<file path="config.mk">
export PLATFORM = sky130hd
export DESIGN_NAME = dxt_arb
export DESIGN_NICKNAME = d
export VERILOG_FILES = /design/src/rtl/i3c_pkg.sv /design/src/rtl/dxt_starve_arb.sv /design/src/rtl/dxt_arb.sv
export SDC_FILE = /design/constraint.sdc
export NUM_CORES = 1
export LEC_CHECK = 0
export ABC_AREA = 1
export CAP_MARGIN = 10
export CORE_AREA = 2 2 165 167
export CTS_CLUSTER_DIAMETER = 80
export DETAILED_ROUTE_END_ITERATION = 16
export DIE_AREA = 0 0 167 169
export SLEW_MARGIN = 5
export SYNTH_ARGS = -nofsm -noshare
export SYNTH_HDL_FRONTEND = slang
export SYNTH_SLANG_ARGS = --single-unit
</file>
<file path="constraint.sdc">
create_clock -name clk_i -period 5.8 [get_ports clk_i]
set_input_delay 1.16 -clock clk_i [delete_from_list [all_inputs] [get_ports clk_i]]
set_output_delay 1.16 -clock clk_i [all_outputs]
set_load 0.005 [all_outputs]
</file>
<file path="src/rtl/i3c_pkg.sv">
// Shared types for the DAT/DCT table access arbiter.
// Holds the arbiter select and SW FSM state enums.
package i3c_pkg;

  typedef enum logic [1:0] {
    DxtSelNone,
    DxtSelHw,
    DxtSelSw
  } dxt_arb_sel_e;

  typedef enum logic [1:0] {
    DxtSwIdle,
    DxtSwPend,
    DxtSwWait
  } dxt_sw_state_e;

  localparam int unsigned DxtWordBytes = 4;

endpackage

</file>
<file path="src/rtl/dxt_starve_arb.sv">
// Two-requester arbiter: HW has priority until MaxHwBurst
// consecutive HW grants have been made while SW waits.
module dxt_starve_arb #(
  parameter int unsigned MaxHwBurst = 4
) (
  input  logic       clk_i,
  input  logic       rst_ni,
  input  logic       hw_req_i,
  input  logic       sw_req_i,
  output logic [1:0] gnt_o
);

  localparam int unsigned CntW = $clog2(MaxHwBurst + 1);
  localparam logic [CntW-1:0] CntMax = CntW'(MaxHwBurst);

  logic [CntW-1:0] cnt_q, cnt_d;
  logic            hw_win;

  assign hw_win = hw_req_i && (cnt_q < CntMax);
  assign gnt_o  = {!hw_win && sw_req_i, hw_win};

  always_comb begin
    cnt_d = cnt_q;
    if (!sw_req_i || gnt_o[1]) begin
      cnt_d = '0;
    end else if (gnt_o[0]) begin
      cnt_d = cnt_q + CntW'(1);
    end
  end

  always_ff @(posedge clk_i or negedge rst_ni) begin
    if (!rst_ni) begin
      cnt_q <= '0;
    end else begin
      cnt_q <= cnt_d;
    end
  end

endmodule

</file>
<file path="src/rtl/dxt_arb.sv">
// DAT/DCT table SRAM arbiter between HW and 32-bit CSR access.
// DXT_SW_WRITE_EN enables SW writes; otherwise they are acked only.
module dxt_arb
  import i3c_pkg::*;
#(
  parameter int unsigned EntryWidth = 64,
  parameter int unsigned Depth      = 128,
  parameter int unsigned MaxHwBurst = 4,
  localparam int unsigned AddrW    = $clog2(Depth),
  localparam int unsigned Words    = EntryWidth / 32,
  localparam int unsigned WordIdxW =
    (Words > 1) ? $clog2(Words) : 1
) (
  input  logic                      clk_i,
  input  logic                      rst_ni,
  input  logic                      sw_req_i,
  input  logic                      sw_req_is_wr_i,
  input  logic [AddrW+WordIdxW+1:0] sw_addr_i,
  input  logic [31:0]               sw_wr_data_i,
  output logic [31:0]               sw_rd_data_o,
  output logic                      sw_rd_ack_o,
  output logic                      sw_wr_ack_o,
  input  logic                      hw_req_i,
  input  logic                      hw_we_i,
  input  logic [AddrW-1:0]          hw_index_i,
  input  logic [EntryWidth-1:0]     hw_wdata_i,
  output logic                      hw_gnt_o,
  output logic                      hw_rvalid_o,
  output logic [EntryWidth-1:0]     hw_rdata_o,
  output logic                      mem_req_o,
  output logic                      mem_we_o,
  output logic [AddrW-1:0]          mem_addr_o,
  output logic [EntryWidth-1:0]     mem_wdata_o,
  output logic [EntryWidth-1:0]     mem_wmask_o,
  input  logic [EntryWidth-1:0]     mem_rdata_i
);

  localparam int unsigned ByteW = $clog2(DxtWordBytes);
  localparam logic [AddrW:0] DepthL = (AddrW + 1)'(Depth);

  dxt_sw_state_e state_q, state_d;
  dxt_arb_sel_e  sel;

  logic                wr_q;
  logic [AddrW-1:0]    idx_q;
  logic [WordIdxW-1:0] word_q;
  logic [31:0]         wdata_q;
  logic                oor_q;
  logic                s1_q, s1_wr_q;
  logic                rd_ack_q, hw_rvalid_q;
  logic [31:0]         rd_data_q, rd_lane;

  logic                idle, in_oor;
  logic [AddrW-1:0]    in_idx, cur_idx;
  logic [WordIdxW-1:0] in_word, cur_word;
  logic                cur_wr, cur_oor;
  logic [31:0]         cur_wdata;
  logic                sw_byp, sw_pend, sw_gnt, iss;
  logic [1:0]          gnt;
  logic                unused_byte;

  assign unused_byte = ^sw_addr_i[ByteW-1:0];

  assign in_idx  = sw_addr_i[ByteW+WordIdxW +: AddrW];
  assign in_word = sw_addr_i[ByteW +: WordIdxW];
  assign in_oor  = {1'b0, in_idx} >= DepthL;

  // Arriving requests are served straight from the ports
  assign idle      = state_q == DxtSwIdle;
  assign cur_wr    = idle ? sw_req_is_wr_i : wr_q;
  assign cur_idx   = idle ? in_idx : idx_q;
  assign cur_word  = idle ? in_word : word_q;
  assign cur_oor   = idle ? in_oor : oor_q;
  assign cur_wdata = idle ? sw_wr_data_i : wdata_q;

`ifdef DXT_SW_WRITE_EN
  assign sw_byp = 1'b0;
`else
  assign sw_byp = idle && sw_req_i && sw_req_is_wr_i;
`endif

  assign sw_pend = (state_q == DxtSwPend) ||
                   (idle && sw_req_i && !sw_byp);

  dxt_starve_arb #(
    .MaxHwBurst(MaxHwBurst)
  ) u_starve (
    .clk_i   (clk_i),
    .rst_ni  (rst_ni),
    .hw_req_i(hw_req_i),
    .sw_req_i(sw_pend),
    .gnt_o   (gnt)
  );

  assign hw_gnt_o = gnt[0];
  assign sw_gnt   = gnt[1];
  assign iss      = sw_gnt || sw_byp;

  always_comb begin
    sel = DxtSelNone;
    unique case (1'b1)
      gnt[0]:  sel = DxtSelHw;
      gnt[1]:  sel = DxtSelSw;
      default: sel = DxtSelNone;
    endcase
  end

  always_comb begin
    mem_req_o   = 1'b0;
    mem_we_o    = 1'b0;
    mem_addr_o  = '0;
    mem_wdata_o = '0;
    mem_wmask_o = '0;
    unique case (sel)
      DxtSelHw: begin
        mem_req_o  = 1'b1;
        mem_we_o   = hw_we_i;
        mem_addr_o = hw_index_i;
        if (hw_we_i) begin
          mem_wdata_o = hw_wdata_i;
          mem_wmask_o = '1;
        end
      end
      DxtSelSw: begin
        if (!cur_oor) begin
          mem_req_o  = 1'b1;
          mem_we_o   = cur_wr;
          mem_addr_o = cur_idx;
          if (cur_wr) begin
            for (int w = 0; w < Words; w++) begin
              if (cur_word == WordIdxW'(w)) begin
                mem_wmask_o[w*32 +: 32] = '1;
                mem_wdata_o[w*32 +: 32] = cur_wdata;
              end
            end
          end
        end
      end
      default: ;
    endcase
  end

  always_comb begin
    rd_lane = '0;
    for (int w = 0; w < Words; w++) begin
      if (word_q == WordIdxW'(w)) begin
        rd_lane = mem_rdata_i[w*32 +: 32];
      end
    end
  end

  always_comb begin
    state_d = state_q;
    unique case (state_q)
      DxtSwIdle: begin
        if (sw_req_i) begin
          state_d = iss ? DxtSwWait : DxtSwPend;
        end
      end
      DxtSwPend: begin
        if (sw_gnt) state_d = DxtSwWait;
      end
      DxtSwWait: begin
        if (sw_wr_ack_o || sw_rd_ack_o) begin
          state_d = DxtSwIdle;
        end
      end
      default: state_d = DxtSwIdle;
    endcase
  end

  always_ff @(posedge clk_i or negedge rst_ni) begin
    if (!rst_ni) begin
      state_q     <= DxtSwIdle;
      wr_q        <= 1'b0;
      idx_q       <= '0;
      word_q      <= '0;
      wdata_q     <= '0;
      oor_q       <= 1'b0;
      s1_q        <= 1'b0;
      s1_wr_q     <= 1'b0;
      rd_ack_q    <= 1'b0;
      rd_data_q   <= '0;
      hw_rvalid_q <= 1'b0;
    end else begin
      state_q <= state_d;
      if (idle && sw_req_i) begin
        wr_q    <= sw_req_is_wr_i;
        idx_q   <= in_idx;
        word_q  <= in_word;
        wdata_q <= sw_wr_data_i;
        oor_q   <= in_oor;
      end
      s1_q     <= iss;
      s1_wr_q  <= cur_wr;
      rd_ack_q <= s1_q && !s1_wr_q;
      if (s1_q && !s1_wr_q) begin
        rd_data_q <= oor_q ? '0 : rd_lane;
      end
      hw_rvalid_q <= hw_gnt_o && !hw_we_i;
    end
  end

`ifdef DXT_SW_WRITE_EN
  assign sw_wr_ack_o = s1_q && s1_wr_q;
`else
  // Bypassed writes need one extra stage to ack two cycles out
  logic wr_ack_q;

  always_ff @(posedge clk_i or negedge rst_ni) begin
    if (!rst_ni) begin
      wr_ack_q <= 1'b0;
    end else begin
      wr_ack_q <= s1_q && s1_wr_q;
    end
  end

  assign sw_wr_ack_o = wr_ack_q;
`endif

  assign sw_rd_ack_o  = rd_ack_q;
  assign sw_rd_data_o = rd_data_q;
  assign hw_rvalid_o  = hw_rvalid_q;
  assign hw_rdata_o   = hw_rvalid_q ? mem_rdata_i : '0;

  sw_req_protocol: assert property (
    @(posedge clk_i) disable iff (!rst_ni)
    sw_req_i |-> idle
  );

endmodule

</file>
==> flow_summary.ini <==
[grt]
grt_remaining_overflow = 0
grt_pass1_vias = 7331
grt_pass1_wl_mm = 41.5
largest_net_degree_at_the_start_of_global_routing = 67
grt.total_usage_pct = 18.6
antenna_violations_before_repair = 5

[clock_tree]
worstSkewPairLatency_ns = 0.35
clk_pin_slew_ns = 0.07
tritoncts = built
cts_num_sinks = 83
clock_tree.root_cell = clkbuf_16
ctsResizeCount = 0
cts_buffers = 9
hold_fix_buffers_cts = 0
post_cts_buffers = 0
number_of_h_tree_levels = 3
cts_buffer_depth = 2

[detailed_routing]
drt-wirelength-per-cell_um = 16.0
post-route-drc-count = 0
vias_per_cell = 4.48
drt_iter0_markers = 480
finalWirelength_mm = 27.1
ant_nets = 0
drt_first_pass_iters = 4
num_vias = 7580

[place]
placed_cells = 1673
routability_congestion_estimate = 0.839
place_hpwl_mm = 20.2
port-buffer-count = 417
placement.setup.worst_slack_ns = 0.952

[critical_path]
critical_path.endpoint_type = output pin
path_cells = clkdlybuf4s50_1 > inv_1 > nor2_1 > inv_2 > nand2_2 > o21ai_2 > buf_4 > clkdlybuf4s50_1
worst_r2r_endpoint = state_q[1]
timing.reg2reg.worst_path_depth = 6
critPathCapture = mem_wmask_o[10]
cp_slowest_stage_delay_ns = 0.54
crit_family = buffers and inverters
critPathBufInv = 5
crit_path_start = hw_req_i
cp-start-kind = primary input
r2r-start = state_q[1]
worst_reg2reg_setup_slack_ns = 2.30
cp.arrival_ns = 3.66
timing.setup.critical_path_class = primary input to output pin
worst_path_most_repeated_cell = clkdlybuf4s50_1
timing.critical_path.slowest_stage_cell = clkdlybuf4s50_1
cp.required_ns = 4.64
cell_count_along_the_critical_path = 8
worstPathMaxFanout = 22

[yosys]
synthesis.area_per_instance_sq_um = 6.27
synth_sequential_area_ratio_pct = 31.9
most_used_dff_post_synth = dfrtp_1
top_cell_type_by_total_area_after_synthesis = dfrtp_1
synth.lib_cells_used.distinct = 18
synth_top_cell_area_share_pct = 31.9
top_area_cells_in_the_synthesized_netlist = dfrtp_1, nand2_1, buf_4
postSynthRegisterBits = 83
post_synth_inst_count = 1038
synth.top_cells.by_count = nand2_1, nor2_1, dfrtp_1, inv_1, nand3_1
synth_warnings = 0
count_leader_synth = nand2_1
synth_enable_flop_cells = 0
async_flop_share_pct = 100
synth.net_count = 1222
syn-cell-area_sq_mm = 0.00650

[power_and_ir_drop]
cellInternalPower_mw = 1.97
switching_share_pct = 43.4
power.share.combinational_pct = 54.9
peakVddDrop_uv = 199
power.clock.fraction_pct = 17.2
seq_power_share_pct = 27.9
power.leakage_nw = 4.97
power-per-cell-area_mw_per_mm2 = 325
power.net_switching_mw = 1.51
finalPower_mw = 3.48

[finish]
finish.utilization_pct = 40.5
multi_input_area_sq_mm = 0.00329
final_layout_size_suffix_gt1_share_pct = 4.01
area_growth_syn_to_layout_pct = 65.0
final-seq-area_sq_mm = 0.00208
post_layout_nonfiller_instances = 1693
nNetsFinal = 1527
fillers = 2757

[floorplanning]
ioPinCount = 420
fp-row-count = 60
initial_utilization_pct = 24.5
die_y_um = 169
fp.dieArea_sq_mm = 0.0282
floorplan.core_area_sq_mm = 0.0265
die_width_um = 167

[timing]
finClkSkew_ns = 0.00389
max_slew_margin_pct = 21.0
fin_tns_setup_ns = 0
max_freq_mhz = 207
setup_viol_count_final = 0
finalCritPeriodShare_pct = 83.2
unrepaired_setup_endpoints_after_global_routing = no
report.final.hold_viol_count = 0
finalMaxSlewViolations = 0
measured_slew_at_the_worst_slew_check_pin_ns = 1.18
fin_ws_ns = 0.976
final_period_minus_worst_setup_slack_ns = 4.82

[worst_hold_path]
hold_class = register to register

[outcome]
run_status = completed

[job]
drv.max_cap_violation_count = 0
==> layout make-up <==
class | count | share of cell area [%]
multi-input combinational | 731 | 30.7
clock inverter | 7 | 0.711
antenna | 4 | 0.0933
tap | 341 | 3.97
clock buffer | 9 | 2.10
timing repair buffer | 432 | 40.1
inverter | 86 | 3.01
sequential | 83 | 19.4
==> worst reg2reg max path, stage by stage, from the launching register on <==
cell and delay (ns):
dfrtp_1 0.39, buf_4 0.26, nor2_8 0.51, nand2_2 0.70, inv_1 1.16, nand2_1 0.24
nand3_1 0.16
==> metal layers <==
layer | global-route usage, % | up-vias | share of wire [%]
li1 | - | 3777 | -
met3 | 3.86 | 30 | 7.0
met4 | 6.15 | 2 | 2.1
met5 | 0 | - | 0.048
met1 | 23.0 | 3441 | 43
met2 | 32.4 | 330 | 48
==> metrics by stage <==
stage	instance area (sq um)	hold slack, ns
global placement	10400	0.422
finish	10700	0.439
floorplan	6500	0.410
global route	10700	0.451
CTS	10700	0.438
detailed placement	10400	0.429
==> cell families (layout without fill, tap and decap cells) <==
group / Yosys count / after routing / share of synthesized area (%)
compound gates: 146 / 146 / 14.8
buf+inv: 224 / 534 / 17.7
simple gates: 584 / 584 / 35.4
flops: 83 / 83 / 31.9
other cells: 0 / 4 / 0
fa+ha+maj: 1 / 1 / 0.192
==> state kept, by name, summed over array words and instances (netlist names), 2 cells and up <==
signal and count:
u_starve.cnt_q 3, state_q 2, idx_q 7, sw_rd_data_o 32
wdata_q 32
==> layout by cell type (no fill, tap or decap) <==
cell type	count
inv_1	82
a31oi_1	32
bufinv_16	1
o21ai_2	2
clkinv_2	1
nor2_1	102
dfrtp_1	82
clkdlybuf4s50_1	415
nor2_8	1
buf_12	2
diode_2	4
clkbuf_16	9
buf_4	14
inv_2	4
inv_6	2
dfrtp_2	1
clkinv_4	1
nand3_1	67
o21bai_1	56
nand2_2	4
ha_1	1
nand2_1	409
clkinvlp_4	2
o21bai_2	8
buf_2	1
o21ai_0	48
nor2_4	1
==> worst min-delay path by stage <==
stage	from	to	slack [ns]	cells past startpoint
floorplan	u_starve.cnt_q[0]	u_starve.cnt_q[0]	0.41	1
global placement	u_starve.cnt_q[0]	u_starve.cnt_q[0]	0.42	1
detailed placement	u_starve.cnt_q[0]	u_starve.cnt_q[0]	0.43	1
CTS	u_starve.cnt_q[0]	u_starve.cnt_q[0]	0.44	1
global route	u_starve.cnt_q[0]	u_starve.cnt_q[0]	0.45	1
finish	u_starve.cnt_q[0]	u_starve.cnt_q[0]	0.44	1
==> power by group through the flow <==
| stage | registers [mW] | logic [mW] | clock network, mW |
|---|---|---|---|
| after floorplan | 0.956 | 1.10 | 0 |
| after global placement | 0.972 | 1.93 | 0 |
| after detailed placement | 0.984 | 1.94 | 0 |
| after CTS | 0.974 | 1.94 | 0.617 |
| after global routing | 1.01 | 2.14 | 0.639 |
| final | 0.971 | 1.91 | 0.600 |
Power figures use the tool's default switching activity.
